<file path="config.mk">
export PLATFORM = sky130hd
export DESIGN_NAME = dekoder_segmentow_flat
export DESIGN_NICKNAME = d
export VERILOG_FILES = /design/src/rtl/dekoder_segmentow_if.sv /design/src/rtl/dekoder_segmentow.sv /design/src/flat_wrapper.sv
export SDC_FILE = /design/constraint.sdc
export NUM_CORES = 1
export LEC_CHECK = 0
export ABC_CLOCK_PERIOD_IN_PS = 2200
export CORE_UTILIZATION = 50
export DETAILED_ROUTE_END_ITERATION = 6
export GPL_ROUTABILITY_DRIVEN = 0
export GPL_TIMING_DRIVEN = 0
export PLACE_DENSITY = 0.85
export SETUP_SLACK_MARGIN = 0.2
export SLEW_MARGIN = 15
export SYNTH_ARGS = -nofsm -noshare
export SYNTH_HDL_FRONTEND = slang
export SYNTH_SLANG_ARGS = --single-unit
</file>
<file path="constraint.sdc">
create_clock -name clk -period 2.2 [get_ports clk]
set_input_delay 0.33 -clock clk [delete_from_list [all_inputs] [get_ports clk]]
set_output_delay 0.33 -clock clk [all_outputs]
set_load 0.005 [all_outputs]
</file>
<file path="src/rtl/dekoder_segmentow_if.sv">
// Bus between a scanned 4-digit 7-segment display tap and the frame consumer.
// master: display side plus consumer (drives segments/anodes/ready).
// slave:  the decoder (drives the decoded frame and status flags).
interface dekoder_segmentow_if;
  logic [7:0]  segmenty;       // active-low, bit7 = dp, bits6..0 = g..a
  logic [3:0]  anody;          // active-low digit select, bit0 = least significant
  logic        wynik_ready;
  logic [15:0] cyfry;
  logic [3:0]  kropki;
  logic        wynik_valid;
  logic        blad;
  logic        przepelnienie;

  modport master (
    output segmenty, anody, wynik_ready,
    input  cyfry, kropki, wynik_valid, blad, przepelnienie
  );

  modport slave (
    input  segmenty, anody, wynik_ready,
    output cyfry, kropki, wynik_valid, blad, przepelnienie
  );
endinterface

</file>
<file path="src/rtl/dekoder_segmentow.sv">
// Decoder that snoops a multiplexed 4-digit 7-segment display and rebuilds the
// shown number as a BCD frame. A digit is accepted after STAB_CYCLES identical
// samples; a frame is delivered once all four slots have been seen.
// Optional feature: define KROPKA_CAPTURE_EN to capture decimal points on kropki.
module dekoder_segmentow #(
  parameter int unsigned STAB_CYCLES = 4
) (
  input logic                clk,
  input logic                rst_n,
  dekoder_segmentow_if.slave bus
);

`ifdef KROPKA_CAPTURE_EN
  localparam int unsigned CmpW = 8;   // dp takes part in the stability compare
`else
  localparam int unsigned CmpW = 7;
`endif

  localparam logic [3:0] StabCnt = 4'(STAB_CYCLES);

  typedef enum logic [1:0] {
    StCzekaj   = 2'd0,
    StLicz     = 2'd1,
    StZapisany = 2'd2
  } stan_e;

  stan_e            r_state;
  logic [3:0]       r_cnt;
  logic [3:0]       r_mask;
  logic [3:0]       r_anody;
  logic [CmpW-1:0]  r_seg;
  logic [15:0]      r_frame;
  logic [3:0]       r_bad;

  logic [15:0]      r_cyfry;
  logic             r_valid;
  logic             r_blad;
  logic             r_przep;

  logic             w_anode_ok;
  logic [3:0]       w_zeros;
  logic [1:0]       w_slot;
  logic [CmpW-1:0]  w_seg_cmp;
  logic             w_match;
  logic [3:0]       w_digit;
  logic             w_write;
  logic [3:0]       w_mask_nxt;
  logic             w_done;
  logic [15:0]      w_frame_nxt;
  logic [3:0]       w_bad_nxt;

  function automatic logic [3:0] dekoduj(input logic [6:0] seg);
    case (seg)
      7'h40:   return 4'd0;
      7'h79:   return 4'd1;
      7'h24:   return 4'd2;
      7'h30:   return 4'd3;
      7'h19:   return 4'd4;
      7'h12:   return 4'd5;
      7'h02:   return 4'd6;
      7'h78:   return 4'd7;
      7'h00:   return 4'd8;
      7'h10:   return 4'd9;
      default: return 4'hF;
    endcase
  endfunction

  assign w_seg_cmp = bus.segmenty[CmpW-1:0];
  assign w_zeros   = ~bus.anody;
  // Exactly one anode low: non-zero and a power of two.
  assign w_anode_ok = (w_zeros != 4'd0) && ((w_zeros & (w_zeros - 4'd1)) == 4'd0);
  assign w_match    = (bus.anody == r_anody) && (w_seg_cmp == r_seg);
  assign w_digit    = dekoduj(bus.segmenty[6:0]);

  // Slot index of the active anode; only meaningful when w_anode_ok.
  always_comb begin
    w_slot = 2'd0;
    case (bus.anody)
      4'b1110: w_slot = 2'd0;
      4'b1101: w_slot = 2'd1;
      4'b1011: w_slot = 2'd2;
      4'b0111: w_slot = 2'd3;
      default: w_slot = 2'd0;
    endcase
  end

  // Accept the digit on the sample that makes the run STAB_CYCLES long.
  always_comb begin
    w_write = 1'b0;
    if (r_state == StCzekaj && w_anode_ok && StabCnt == 4'd1) begin
      w_write = 1'b1;
    end else if (r_state == StLicz && w_match && (r_cnt + 4'd1) == StabCnt) begin
      w_write = 1'b1;
    end
  end

  // Collection buffer as it would look after this cycle's write.
  always_comb begin
    w_frame_nxt = r_frame;
    w_bad_nxt   = r_bad;
    w_mask_nxt  = r_mask;
    if (w_write) begin
      w_frame_nxt[{w_slot, 2'b00} +: 4] = w_digit;
      w_bad_nxt[w_slot]                 = (w_digit == 4'hF);
      w_mask_nxt[w_slot]                = 1'b1;
    end
  end

  assign w_done = w_write && (w_mask_nxt == 4'hF);

  // Sampling FSM and digit collection buffer.
  always_ff @(posedge clk or negedge rst_n) begin
    if (!rst_n) begin
      r_state <= StCzekaj;
      r_cnt   <= 4'd0;
      r_mask  <= 4'd0;
      r_anody <= 4'hF;
      r_seg   <= '0;
      r_frame <= 16'h0000;
      r_bad   <= 4'd0;
    end else begin
      unique case (r_state)
        StCzekaj: begin
          if (w_anode_ok) begin
            r_anody <= bus.anody;
            r_seg   <= w_seg_cmp;
            r_cnt   <= 4'd1;
            r_state <= (StabCnt == 4'd1) ? StZapisany : StLicz;
          end
        end
        StLicz: begin
          if (w_match) begin
            r_cnt <= r_cnt + 4'd1;
            if (w_write) r_state <= StZapisany;
          end else begin
            r_state <= StCzekaj;
          end
        end
        StZapisany: begin
          // The new anode is not sampled now; CZEKAJ picks it up next cycle.
          if (bus.anody != r_anody) r_state <= StCzekaj;
        end
        default: r_state <= StCzekaj;
      endcase
      if (w_write) begin
        r_frame <= w_frame_nxt;
        r_bad   <= w_bad_nxt;
        r_mask  <= w_done ? 4'd0 : w_mask_nxt;
      end
    end
  end

  // Output stage: deliver completed frames, drop them while the consumer stalls.
  always_ff @(posedge clk or negedge rst_n) begin
    if (!rst_n) begin
      r_cyfry <= 16'h0000;
      r_valid <= 1'b0;
      r_blad  <= 1'b0;
      r_przep <= 1'b0;
    end else if (w_done) begin
      if (!r_valid || bus.wynik_ready) begin
        r_cyfry <= w_frame_nxt;
        r_blad  <= |w_bad_nxt;
        r_valid <= 1'b1;
      end else begin
        r_przep <= 1'b1;
      end
    end else if (bus.wynik_ready) begin
      r_valid <= 1'b0;
    end
  end

`ifdef KROPKA_CAPTURE_EN
  logic [3:0] r_dp;
  logic [3:0] r_kropki;
  logic [3:0] w_dp_nxt;

  // Decimal point of the slot being written, in the same view as the buffer.
  always_comb begin
    w_dp_nxt = r_dp;
    if (w_write) w_dp_nxt[w_slot] = ~bus.segmenty[7];
  end

  // Collected dots and their delivered copy follow the digit buffer/outputs.
  always_ff @(posedge clk or negedge rst_n) begin
    if (!rst_n) begin
      r_dp     <= 4'd0;
      r_kropki <= 4'd0;
    end else begin
      if (w_write) r_dp <= w_dp_nxt;
      if (w_done && (!r_valid || bus.wynik_ready)) r_kropki <= w_dp_nxt;
    end
  end

  assign bus.kropki = r_kropki;
`else
  logic w_unused_dp;
  assign w_unused_dp = bus.segmenty[7];
  assign bus.kropki  = 4'b0000;
`endif

  assign bus.cyfry         = r_cyfry;
  assign bus.wynik_valid   = r_valid;
  assign bus.blad          = r_blad;
  assign bus.przepelnienie = r_przep;

endmodule

</file>
<file path="src/flat_wrapper.sv">
// flat-port wrapper written by rule: the top's interface ports become plain ports
module dekoder_segmentow_flat 
#(
  parameter int unsigned STAB_CYCLES = 4
)
  (clk, rst_n, bus_segmenty, bus_anody, bus_wynik_ready, bus_cyfry, bus_kropki, bus_wynik_valid, bus_blad, bus_przepelnienie);
  dekoder_segmentow_if bus_i ();
  input logic clk;
  input logic rst_n;
  input wire logic [$bits(bus_i.segmenty)-1:0] bus_segmenty;
  input wire logic [$bits(bus_i.anody)-1:0] bus_anody;
  input wire logic [$bits(bus_i.wynik_ready)-1:0] bus_wynik_ready;
  output wire logic [$bits(bus_i.cyfry)-1:0] bus_cyfry;
  output wire logic [$bits(bus_i.kropki)-1:0] bus_kropki;
  output wire logic [$bits(bus_i.wynik_valid)-1:0] bus_wynik_valid;
  output wire logic [$bits(bus_i.blad)-1:0] bus_blad;
  output wire logic [$bits(bus_i.przepelnienie)-1:0] bus_przepelnienie;
  assign bus_i.segmenty = bus_segmenty;
  assign bus_i.anody = bus_anody;
  assign bus_i.wynik_ready = bus_wynik_ready;
  assign bus_cyfry = bus_i.cyfry;
  assign bus_kropki = bus_i.kropki;
  assign bus_wynik_valid = bus_i.wynik_valid;
  assign bus_blad = bus_i.blad;
  assign bus_przepelnienie = bus_i.przepelnienie;
  dekoder_segmentow #(.STAB_CYCLES(STAB_CYCLES)) u_core (.clk(clk), .rst_n(rst_n), .bus(bus_i));
endmodule
</file>
[Word level (Yosys, flattened, before mapping)]
Index checks and enable logic that the tools add are counted.
Word-level totals
  latch bits: 0
  memory bits (read-only): 0
  register bits after elaboration: 60
  word-level logic and storage cells: 90
  output and inout bits: 23
  memory bits (writable): 0
  memories kept: 0
Cells by class
  add/sub/neg operators: 3
  multiplexer cells: 22
  eq/ne operators: 25
  multipliers: 0
  bitwise logic cells: 4
  shifts and indexed selects: 2
  reduce and logical (&&, ||, !) cells: 21
  magnitude comparators: 2
  div/mod/pow operators: 0
Operators by type and width (number)
  $pmux 4 s10: 1
  $eq 7x5->1 const B: 3
  $eq 7x7->1 const B: 3
  $mux 4: 5
  $bwmux 16: 1
  $eq 4x4->1 const B: 4
  $mux 16: 1
  $shift 4x6->16 const A: 1
  $shiftx 4x6->16: 1
  $eq 7x6->1 const B: 2
  $pmux 2 s3: 2
  $eq 4x3->1 const B: 2
  $mux 2: 4
  $pmux 4 s2: 1
  $reduce_and 2->1: 4
  $eq 7x2->1 const B: 1
  $eq 7x7->1: 1
  $logic_not 7->1: 1
  $logic_and 1x1->1: 6
  $ne 2x1->1 const B: 3
  $neg 4->6: 1
  $reduce_and 3->1: 2
  $mux 1: 5
  $add 4x1->4 const B: 1
  22 further kinds: 23

[Longest topological paths before layout]
  depth after elaboration: 12
  gate-level depth with buffers: 10
  mapped depth without buffers: 9

[Least setup slack after synthesis]
No wires, ideal clock.
  path kind: in2reg
  start point: input bus_anody[3]
  end point: register u_core.r_cyfry[0], in the netlist u_core.bus.cyfry[0]
  path slack: -59 ps
  stages: 10
  arrival time: 2132 ps
  path through: buf_4 xor2_1 nand3_1 inv_1 ha_1 o22ai_1 nor2_1 nand3_2 buf_4 mux2_1
Between the ends
  longest elaborated chain between the ends: 11
  elaborated cells on any way between the ends: 24
  classes of those cells: 1 x add/sub; 2 x order compare; 5 x eq/ne; 2 x shift; 7 x mux; 1 x bitwise; 6 x reduce/logical
RTL lines
  from (decl): line flat_wrapper.sv:11  | input wire logic [$bits(bus_i.anody)-1:0] bus_anody;
  $eq 4x3->1 / $eq 4x4->1 (equally long branches): line dekoder_segmentow.sv:78  | case (bus.anody)
  $pmux 2 s3: line dekoder_segmentow.sv:78
  $lt 2x3->1 (implied by the code) / $ge 2x1->1 (equally long branches): line dekoder_segmentow.sv:105  | w_mask_nxt[w_slot] = 1'b1;
  $logic_and 1x1->1 (implied by the code): line dekoder_segmentow.sv:105
  $mux 1 (implied by the code): line dekoder_segmentow.sv:105
  $demux 1 s2
  $or 4x4->4 (no line)
  $mux 4: line dekoder_segmentow.sv:102  | if (w_write) begin
  $eq 4x4->1: line dekoder_segmentow.sv:109  | assign w_done = w_write && (w_mask_nxt == 4'hF);
  $logic_and 1x1->1: line dekoder_segmentow.sv:109
  $reduce_and 2->1 (no line)
  to (signal assigned): line dekoder_segmentow.sv:162  | r_cyfry <= w_frame_nxt;
  to (decl): line dekoder_segmentow.sv:35  | logic [15:0] r_cyfry;
Parallel ways exist; a longest one is shown, timed or not.
A chain may end at the register's enable or synchronous reset.

[Worst setup path after layout]
  start point: register u_core.r_state[1]
  end point: register u_core.r_blad, in the netlist u_core.bus.blad
Between the ends
  longest elaborated chain between the ends: 8
  elaborated cells on any way between the ends: 10
  classes of those cells: 2 x eq/ne; 3 x mux; 5 x reduce/logical
RTL lines
  from (decl): line dekoder_segmentow.sv:27  | stan_e r_state;
  from (signal assigned): line dekoder_segmentow.sv:114  | r_state <= StCzekaj;
  from (signal assigned): line dekoder_segmentow.sv:128  | r_state <= (StabCnt == 4'd1) ? StZapisany : StLicz;
  from (signal assigned): line dekoder_segmentow.sv:134  | if (w_write) r_state <= StZapisany;
  $eq 2x1->1 (*): line dekoder_segmentow.sv:92  | end else if (r_state == StLicz && w_match && (r_cnt + 4'd1) == StabCnt) begin
  $logic_and 1x1->1 (*) (2 in a row): line dekoder_segmentow.sv:92
  $mux 1 (*): line dekoder_segmentow.sv:92
  $mux 4: line dekoder_segmentow.sv:102
  $eq 4x4->1: line dekoder_segmentow.sv:109
  $logic_and 1x1->1: line dekoder_segmentow.sv:109
  $reduce_and 2->1 (no line)
  to (signal assigned): line dekoder_segmentow.sv:163  | r_blad <= |w_bad_nxt;
  to (decl): line dekoder_segmentow.sv:37  | logic r_blad;
Mark *: on every way between the ends. The rest lies on a longest branch, timed or not.

==> key figures <==
Yosys
  • EDFF count, synth: 0
  • Post-Syn Area per Cell: 11.9 sq um
  • Synth top area share: 42.7%
  • Synth Register Bits: 60
  • Mux contribution to synthesized area: 10.2%
  • Cells after synthesis: 275
  • Ys flop type: dfrtp_1
  • Async SR Flop Fraction: 100%
  • Distinct cell type count after synthesis: 62
  • Synthesized-area fraction occupied by adder cells: 3.05%
  • Synth warn: 0
  • Leading post-synthesis cells by cell area: dfrtp_1, mux2_2, xnor2_4
  • Cell Area, Synth: 0.00328 sq mm
  • Sequential-to-total area share from yosys stat: 45.9%
  • Synth Area in XOR/XNOR: 8.01%
  • Largest family of logic cells by synthesized area: simple AND/OR/NAND/NOR gates
  • Post-synthesis compound-gate area fraction: 9.73%
  • Simple-Gate Fraction of Synth Area: 16.9%
  • Largest area contributor in the netlist: dfrtp_1

Clocking
  • CTS clock-pin slew for the worst setup and hold paths: 0.07 ns
  • Root Driver: clkbuf_8
  • # clock sinks: 60
  • Clock Latency Late Sink: 0.37 ns
  • Clock Path Buffers: 2
  • H-tree Lvls: 3
  • CTS tree: done
  • CTS buffer count: 9

Global routing
  • Total grt overflow: 0
  • Met2 GRT Util: 39.5%
  • GRT busiest layer: met2
  • Initial antenna violation count: 0
  • Met1 Usage GRT: 29.6%
  • Grt met3 use: 6.76%
  • Number of global-route vias before repair: 2,486
  • First-pass GRT wire length: 12,700 um
  • Largest net degree at the start of global routing: 61
  • Total track usage: 24.0%

Layout
  • Most frequent cells in the layout: dfrtp_1, buf_4, clkdlybuf4s50_1, nor2_1, mux2_4
  • Fill cells: 395
  • Non-Filler Instances: 423
  • Most common cell after layout, fill and taps aside: dfrtp_1
  • Number of nets in the layout: 364
  • Final instance area: 0.00458 sq mm
  • Area Overhead vs Synth: 39.8%
  • Share of cells above drive strength 1: 48.0%
  • Ant diodes: 0

Route
  • Antenna Violating Nets Remaining: 0
  • Vias per cell: 5.97
  • # DRC: 0
  • DR iter-0 viols: 171
  • Routed WL: 8970 um
  • Vias: 2,526
  • WL/cell: 21.2 um
  • Pre-Repair DR Iteration Count: 4

Timing
  • Final max-slew violation count: 0
  • Sum Neg Setup Slack: -1.19 ns
  • Maximum clock rate: 434 MHz
  • Rel. slew slack: 49.6%
  • Post-layout min period: 2.30 ns
  • Endpoints failing setup: 18
  • Setup ws final: -0.104 ns
  • RSZ-0062 raised after global routing: yes
  • Post-route clock skew: 0.00681 ns
  • Final hold violation count: 0
  • Final period util: 105%
  • Worst slew pin tran: 0.756 ns

Worst setup path
  • Data arrival time of the worst path: 2.55 ns
  • Reg-to-reg startpoint: u_core.r_state[1]
  • Crit path launch type: flop
  • CP Class: flop to flop
  • Setup crit end kind: flop
  • Worst EP required: 2.44 ns
  • Flop-to-flop setup slack: -0.10 ns
  • Worst R2R End: u_core.bus.blad
  • Reg2Reg Depth: 7
  • Worst-path fanout max: 7

Place
  • IO buf count: 23
  • DP Area: 0.00369 sq mm
  • Pre-CTS setup slack: -0.716 ns
  • Hpwl dp: 4300 um
  • Inst Count DP: 378

Floorplan
  • Core Rows: 29
  • Die area: 0.00689 sq mm
  • IO Pins: 38
  • Core Box Area: 0.00635 sq mm
  • Initial core utilization: 51.6%
  • Horiz. Die Dim: 83.0 um
  • Die Ht: 83.0 um

Worst hold path
  • Hold WC Path Type: input port to async pin

Power and ir drop
  • Maximum vdd drop: 0.465 mV
  • Final Power: 2.79 mW
  • P_leak: 2.17 nW
  • Power density over the cells: 608 mW/mm^2

Flow run
  • Maxcap violations: 0

Outcome
  • Outcome: finished, violations left
  • Failing checks: setup timing
## stage by stage
step	hold WS, ns	utilization [%]
floorplan	0.0344	-
global placement	0.456	58.1
detailed placement	0.443	58.1
CTS	0.0719	67.0
global route	0.0970	72.2
finish	0.0279	72.2
## cell usage after synthesis (all sizes together), types with 3 or more instances
cell and n:
and2b 4, mux2i 3, a21o 4, o21ai 9, xor2 4, nor4 6, and4 3, ha 8
nor2 18, a21oi 7, nand4 5, mux2 27, xnor2 11, inv 10, dfrtp 56, nand3 12
nand2b 4, dfstp 4, o21bai 4, buf 17, a211o 3, nand2 16, o2bb2ai 9
## how the worst max path moves through the flow
stage / end / from / slack [ns] / cells past startpoint
finish: u_core.bus.blad / u_core.r_state[1] / -0.10 / 7
global route: u_core.bus.blad / u_core.r_state[1] / -0.17 / 7
CTS: u_core.bus.cyfry[1] / u_core.r_anody[0] / -0.01 / 7
detailed placement: u_core.bus.cyfry[3] / bus_segmenty[4] / -0.72 / 7
global placement: u_core.bus.cyfry[10] / rst_n / -0.97 / 1
floorplan: u_core.bus.cyfry[0] / bus_anody[3] / 0.1 / 10
## report_power, final
| part | internal, mW | switching, mW |
|---|---|---|
| Combinational | 0.261 | 0.247 |
| Clock | 0.551 | 0.484 |
| Sequential | 1.17 | 0.0717 |
| Total | 1.98 | 0.803 |
## kinds of logic (layout without fill, tap and decap cells)
kind of cell	after synthesis	after routing
buffers and inverters	29	97
AND/OR/NAND/NOR	87	87
flip-flops	60	60
XOR/XNOR	15	15
other	1	4
multiplexers	30	30
AO/OA/AOI/OAI	45	45
adder cells (fa/ha/maj)	8	8
## what timing repair did
| item | CTS | global route |
|---|---|---|
| setup buffers | 16 | 12 |
| cloned | 1 | 0 |
| hold buffers | 0 | 0 |
| setup endpoints to repair | 42 | 42 |
| resized for setup | 45 | 46 |
| pin swaps | 22 | 19 |
## metal layers
metal  vias up  wire length (um)
met1      1272              3500
met4         0               449
li1       1097                 -
met5         -                 0
met3        44               457
met2       113              4570
## worst max-delay path, cell delays in order (launching register included)
cell	delay, ns
dfrtp_1	0.42
and2b_2	0.28
nand4_1	0.30
nor4_4	0.35
buf_6	0.22
nand3_2	0.08
a211o_1	0.26
mux2_2	0.27
## final cells by class
class	count	area (sq um)	area share (%)
sequential	60	1510	32.9
inverter	10	40.0	0.873
tap	77	96.3	2.10
timing repair buffer	52	514	11.2
buffer	19	196	4.28
multi-input combinational	189	2030	44.2
clock inverter	6	63.8	1.39
clock buffer	10	138	3.00
## sequential cells by signal, summed over array words and instances, names as in the netlist
signal                    cells
u_core.r_cnt                  4
u_core.bus.cyfry             16
u_core.r_frame               16
u_core.bus.blad               1
u_core.r_seg                  7
u_core.bus.przepelnienie      1
u_core.bus.wynik_valid        1
u_core.r_state                2
u_core.r_mask                 4
u_core.r_anody                4
u_core.r_bad                  4
(Power assumes the default switching activity.)
